**src/rtl/spi_minion_shift.sv**
```systemverilog
// SPI mode-0 minion front end: synchronises the pads into clk, shifts one nbits+2 frame
// per chip-select window, and trades words with an adapter through pull/push strobes.
module spi_minion_shift #(
    parameter int nbits = 8
) (
    input  logic             clk,
    input  logic             reset,
    input  logic             cs,
    input  logic             sclk,
    input  logic             mosi,
    output logic             miso,
    output logic             pull_en,
    input  logic             pull_msg_val,
    input  logic             pull_msg_spc,
    input  logic [nbits-1:0] pull_msg_data,
    output logic             push_en,
    output logic             push_msg_val_wrt,
    output logic             push_msg_val_rd,
    output logic [nbits-1:0] push_msg_data
);
    localparam int FRAME_W = nbits + 2;
    localparam int CNT_W = $clog2(nbits + 3);
    localparam logic [CNT_W-1:0] CNT_FULL = CNT_W'(FRAME_W);

    function automatic logic [CNT_W-1:0] sat_cnt_inc(input logic [CNT_W-1:0] v);
        return (v >= CNT_FULL) ? CNT_FULL : v + CNT_W'(1);
    endfunction

    typedef enum logic {IDLE, SHIFT} state_t;

    logic       cs_p0, cs_p1, cs_p2;
    logic       sclk_p0, sclk_p1, sclk_p2;
    logic       mosi_p0, mosi_p1;
    logic [2:0] warm_p;

    // pad synchronisers (p0/p1) plus edge history (p2)
    always_ff @(posedge clk or negedge reset) begin
        if (!reset) begin
            cs_p0   <= 1'b1;
            cs_p1   <= 1'b1;
            cs_p2   <= 1'b1;
            sclk_p0 <= 1'b0;
            sclk_p1 <= 1'b0;
            sclk_p2 <= 1'b0;
            mosi_p0 <= 1'b0;
            mosi_p1 <= 1'b0;
            warm_p  <= '0;
        end else begin
            cs_p0   <= cs;
            cs_p1   <= cs_p0;
            cs_p2   <= cs_p1;
            sclk_p0 <= sclk;
            sclk_p1 <= sclk_p0;
            sclk_p2 <= sclk_p1;
            mosi_p0 <= mosi;
            mosi_p1 <= mosi_p0;
            warm_p  <= {warm_p[1:0], 1'b1};
        end
    end

    // Edges are trusted only once both history taps hold real pad samples, so a cs
    // already low when reset releases is not mistaken for a fresh frame start.
    logic armed, sclk_rise, sclk_fall, cs_fall, cs_rise;
    assign armed     = warm_p[2];
    assign sclk_rise = armed &  sclk_p1 & ~sclk_p2;
    assign sclk_fall = armed & ~sclk_p1 &  sclk_p2;
    assign cs_fall   = armed & ~cs_p1 &  cs_p2;
    assign cs_rise   = armed &  cs_p1 & ~cs_p2;

    state_t             state;
    logic [FRAME_W-1:0] so_p0, so_nxt;
    logic [FRAME_W-1:0] si_p0;
    logic [CNT_W-1:0]   bit_cnt;
    logic               overrun;

    always_comb begin
        so_nxt = so_p0;
        if (pull_en)
            so_nxt = {pull_msg_val, pull_msg_spc, pull_msg_data};
        else if (state == SHIFT && sclk_fall)
            so_nxt = {so_p0[FRAME_W-2:0], 1'b0};
    end

    // frame FSM, shift registers and registered adapter strobes
    always_ff @(posedge clk or negedge reset) begin
        if (!reset) begin
            state            <= IDLE;
            so_p0            <= '0;
            si_p0            <= '0;
            bit_cnt          <= '0;
            overrun          <= 1'b0;
            miso             <= 1'b0;
            pull_en          <= 1'b0;
            push_en          <= 1'b0;
            push_msg_val_wrt <= 1'b0;
            push_msg_val_rd  <= 1'b0;
            push_msg_data    <= '0;
        end else begin
            pull_en <= 1'b0;
            push_en <= 1'b0;
            so_p0   <= so_nxt;
            case (state)
                IDLE: begin
                    miso <= 1'b0;
                    if (cs_fall) begin
                        state   <= SHIFT;
                        pull_en <= 1'b1;
                        bit_cnt <= '0;
                        overrun <= 1'b0;
                        si_p0   <= '0;
                    end
                end
                SHIFT: begin
                    miso <= so_nxt[FRAME_W-1];
                    if (cs_rise) begin
                        state <= IDLE;
                        miso  <= 1'b0;
                        // only an exact-length frame reaches the adapter
                        if (bit_cnt == CNT_FULL && !overrun) begin
                            push_en          <= 1'b1;
                            push_msg_val_wrt <= si_p0[FRAME_W-1];
                            push_msg_val_rd  <= si_p0[FRAME_W-2];
                            push_msg_data    <= si_p0[nbits-1:0];
                        end
                    end else if (sclk_rise) begin
                        si_p0   <= {si_p0[FRAME_W-2:0], mosi_p1};
                        bit_cnt <= sat_cnt_inc(bit_cnt);
                        if (bit_cnt == CNT_FULL)
                            overrun <= 1'b1;
                    end
                end
            endcase
        end
    end
endmodule

```
**config.mk**
```make
export PLATFORM = sky130hd
export DESIGN_NAME = spi_minion_shift
export DESIGN_NICKNAME = d
export VERILOG_FILES = /design/src/rtl/spi_minion_shift.sv
export SDC_FILE = /design/constraint.sdc
export NUM_CORES = 1
export LEC_CHECK = 0
export CAP_MARGIN = 15
export CORE_MARGIN = 2
export CORE_UTILIZATION = 55
export DETAILED_ROUTE_END_ITERATION = 7
export PLACE_DENSITY = 0.8
export SYNTH_ARGS = -nofsm -noshare
export SYNTH_HDL_FRONTEND = slang
export SYNTH_SLANG_ARGS = --single-unit
```
**constraint.sdc**
```tcl
create_clock -name clk -period 4.1 [get_ports clk]
set_input_delay 0.82 -clock clk [delete_from_list [all_inputs] [get_ports clk]]
set_output_delay 0.82 -clock clk [all_outputs]
set_load 0.03 [all_outputs]
```
-- Word-level counts from Yosys, hierarchy flattened
Cells that the tools add are included.
- register bits: 50
- input port bits: 15
- output and inout bits: 13
- add/sub/neg operators: 1
- $lt $le $gt $ge: 1
- equal/unequal tests: 5
- muxes and demuxes: 25
- bitwise logic cells: 13
- reduce and logical (&&, ||, !) cells: 7
- operators with widths (cell ; count):
    $mux 10 ; 5
    $pmux 10 s2 ; 1
    $mux 4 ; 4
    $mux 1 ; 11
    $and 1x1->1 ; 8
    $pmux 4 s2 ; 1
    $ne 2x2->1 const B ; 3
    $pmux 1 s2 ; 3
    $reduce_and 3->1 ; 2
    $not 1->1 ; 5
    $add 4x1->4 const B ; 1
    $eq 4x4->1 const B ; 1
    $ge 4x4->1 const B ; 1
    $reduce_and 4->1 ; 1
    $logic_and 1x1->1 ; 2
    $ne 2x1->1 const B ; 1
    $reduce_bool 2->1 ; 1
    $logic_not 1->1 ; 1

-- Depth between registers and ports, before layout
- word-level depth: 8
- gate-level depth with buffers: 8
- depth with buffers taken out: 6

-- Worst setup path after synthesis
No wires, ideal clock.
- path type: reg2reg
- start: register bit_cnt[0]
- end: register push_msg_data[0]
- setup time: 125 ps
- arrival: 1496 ps
- path slack: 2479 ps
- cell stages (with the launch flop): 7
- path buffers: 1
- clock period less this slack: 1621 ps
- cell sequence: dfrtp_1 > inv_1 > ha_1 > nand3_2 > or3_1 > buf_6 > mux2_4
- word-level cells in the longest chain between the ends: 3
- RTL lines (what ; line ; RTL):
    start: declaration ; 73 ; logic [CNT_W-1:0] bit_cnt;
    start signal: assignment ; 127 ; bit_cnt <= sat_cnt_inc(bit_cnt);
    $eq 4x4->1 ; 119 ; if (bit_cnt == CNT_FULL && !overrun) begin
    $logic_and 1x1->1 ; 119 ;
    $reduce_and 3->1 (no source line) ; n/a ;
    end signal: assignment ; 123 ; push_msg_data <= si_p0[nbits-1:0];
    end: declaration ; 19 ; output logic [nbits-1:0] push_msg_data
Every way passes these cells.
A chain may end at the register's enable or synchronous reset.

-- Worst setup path in the final report
- start: register pull_en
- end: output port pull_en
- RTL lines (what ; line ; RTL):
    start: declaration ; 12 ; output logic pull_en,
    start signal: assignment ; 93 ; pull_en <= 1'b0;
    start signal: assignment ; 99 ; pull_en <= 1'b0;
    start signal: assignment ; 107 ; pull_en <= 1'b1;
No word-level cell between the ends.

==> impl_metrics.json <==
{
  "layout_common_cells": "dfrtp_1 (47), nand2_1 (39), clkdlybuf4s50_1 (26), o21ai_0 (25), mux2_4 (10)",
  "tightestPinTransition_ps": 917.6,
  "path_cells": "clkdlybuf4s50_1",
  "status": "completed",
  "cts_buffers": 5,
  "grt_setup_unrepaired": "false",
  "grt_pass1_wl_mm": 5.892,
  "ant_nets": 0,
  "place_congestion": 0.7966,
  "ys_seq_elements": 50,
  "power_density_nw_per_um2": 441.7,
  "crit_type": "flip-flop to output port",
  "layout_commonest_cell": "dfrtp_1",
  "clock_latency_ps": 310,
  "antenna_found_initial": 0,
  "coreArea_um2": 3606,
  "slew_headroom_pct": 38.82,
  "fill_cells": 248,
  "grt_overflow": 0,
  "globalRouteTotalUtil_pct": 18.68,
  "postSynthAreaPerCell_um2": 11.84,
  "clock-root-buffer": "clkbuf_8",
  "dpl-instance-area_um2": 2301,
  "startpoint": "pull_en",
  "crit_path_top_delay_cell": "clkdlybuf4s50_1",
  "ios": 28,
  "synth_nets": 188,
  "grt_max_degree": 51,
  "post_cts_buffers": 0,
  "fin_crit_sh_pct": 62.45,
  "start_util_pct": 56.14,
  "cts.clk_slew.worst_paths_ps": 90,
  "drv_cap": 0,
  "multiInputGateArea_um2": 709.4,
  "clkSinkCount": 50,
  "ir_drop_mv": 0.2537,
  "die_h_um": 64.67,
  "ys_warn_count": 0,
  "port_buffers": 27,
  "final_nets": 215,
  "fin_crit_ps": 2560,
  "antenna-diode-count": 0,
  "hold_start": "warm_p[1]",
  "dr.pass1.iters": 4,
  "worstSetupStartpointType": "flip-flop",
  "seq_area_um2": 1255,
  "synth_seq_area_share_pct": 61.99,
  "drt_iter0_drc": 131,
  "worst-path-buf-inv": 1,
  "cpLargestDelayFamily": "buffers and inverters",
  "fin_ws_ps": 1540,
  "die_area_um2": 4182,
  "cp.arrival_ps": 1740,
  "slew_viol_final": 0,
  "hold_viol": 0,
  "r2r_start": "state",
  "tritoncts": "done",
  "dr_total_vias": 1313,
  "cts_buffer_depth": 2,
  "hold_buffers": 0,
  "drive_above_1_share_pct": 14.07,
  "worstPathRequired_ps": 3280,
  "placed_cells": 238,
  "final_cell_area_um2": 2415,
  "cp-end-kind": "output port",
  "synthCells": 171,
  "post_cts_resized": 0,
  "crit_path_max_incr_delay_ps": 770,
  "area_growth_pct": 19.28,
  "hp-class": "flip-flop to flip-flop",
  "synth.distinct_cells": 29,
  "rows": 22,
  "drc_errors": 0,
  "hpwl_mm": 2.440,
  "finClkSkew_ps": 14.08,
  "wl_per_cell_um": 14.35,
  "pre_cts_ws_ps": 1868,
  "routed_wl_mm": 3.545,
  "viasPerCell": 5.316,
  "grt_pass1_vias": 1335,
  "setup-violations-final": 0,
  "fp.dieW_um": 64.67,
  "syn_area_um2": 2024,
  "p_leak_nw": 1.130,
  "fmax_mhz": 390.6,
  "cts_htree_levels": 2,
  "instances_no_fill": 247,
  "fin_setup_tns_ps": 0,
  "critPathMaxFanout": 21
}
==> Yosys cell counts <==
library cell  number  area [µm²]
dfstp_2            3       78.83
or3_1              1       6.260
nor3b_2            1       12.51
clkbuf_1           3       11.26
nor3_1             2       10.01
ha_1               2       25.02
o21ai_0           25       125.1
o31ai_1            1       7.510
mux2i_1            8       80.08
dfrtp_1           47        1176
a21oi_1            2       10.01
mux2_4            10       150.1
a31oi_1            1       6.260
inv_1              3       11.26
conb_1             1       3.750
buf_6              2       22.52
and2b_4            1       10.01
a211oi_1           1       7.510
nand4_1            1       6.260
nand2_1           39       146.4
nand2b_1           4       25.02
mux2_2             1       11.26
a41oi_2            1       16.27
buf_2              3       15.01
nand3b_1           1       7.510
nor2_1             3       11.26
nand3_2            1       10.01
nand4b_1           1       8.760
nor2b_1            2       12.51
==> worst reg2reg max path, cell delays in order (launching register included) <==
cell,delay (ps)
dfrtp_1,730
nor3b_2,120
nand2_1,180
inv_1,90
a41oi_2,740
nand2b_1,210
o21ai_0,80
==> worst paths after layout <==
| check | end | slack, ps | cells past startpoint |
|---|---|---|---|
| hold reg to reg | warm_p[2] | 360 | 0 |
| hold / removal | warm_p[2] | 360 | 0 |
| setup reg to reg | bit_cnt[2] | 1820 | 6 |
| max in group asynchronous | cs_p2 | 3050 | 2 |
| min in group asynchronous | push_msg_data[5] | 450 | 1 |
| setup / recovery | pull_en | 1540 | 1 |
==> area by class of cell <==
class,count,area share [%]
sequential,50,51.97
timing repair buffer,28,11.81
clock inverter,3,1.036
clock buffer,5,2.850
multi-input combinational,110,29.38
inverter,3,0.4663
tap,48,2.487
==> kinds of logic (layout without fill, tap and decap cells) <==
group,count (synthesis),count (layout),synth area share [%]
flip-flops,50,50,61.99
AND/OR/NAND/NOR,57,57,13.16
multiplexers,19,19,11.93
adder cells (fa/ha/maj),2,2,1.236
other,1,1,0.1852
buffers and inverters,11,39,2.966
AO/OA/AOI/OAI,31,31,8.530
==> where the power goes <==
part	total (W)	switching, W	internal, W
sequential	0.000618	0.0000555	0.000562
combinational	0.000157	0.0000827	0.0000742
clock	0.000292	0.000169	0.000123
==> metal layers <==
metal | vias to the layer above | wire length, µm | part of all wire [%] | GRT usage (%)
met4 | 0 | 94 | 2.7 | 9.309
li1 | 624 | - | - | -
met2 | 34 | 1749 | 49 | 30.08
met5 | - | 0 | 0 | 0
met3 | 9 | 125 | 3.5 | 4.514
met1 | 646 | 1576 | 44 | 23.73
==> state kept, by name, indices dropped and copies added, names as in the netlist <==
register,cells
push_en,1
overrun,1
sclk_p2,1
push_msg_val_rd,1
cs_p0,1
so_p0,10
push_msg_val_wrt,1
push_msg_data,8
sclk_p1,1
mosi_p0,1
warm_p,3
mosi_p1,1
miso,1
cs_p1,1
bit_cnt,4
state,1
si_p0,10
cs_p2,1
pull_en,1
sclk_p0,1
==> through the flow <==
step | hold WS, ps | power, W | util, %
4_1_cts | 359.7 | 0.001072 | 66.41
5_1_grt | 362.6 | 0.001123 | 66.97
3_3_place_gp | 333.3 | 0.0007628 | 63.81
3_5_place_dp | 340.4 | 0.0007828 | 63.81
2_1_floorplan | 331.2 | 0.0007235 | -
6_report | 358.2 | 0.001067 | 66.97
(Power assumes the default switching activity.)
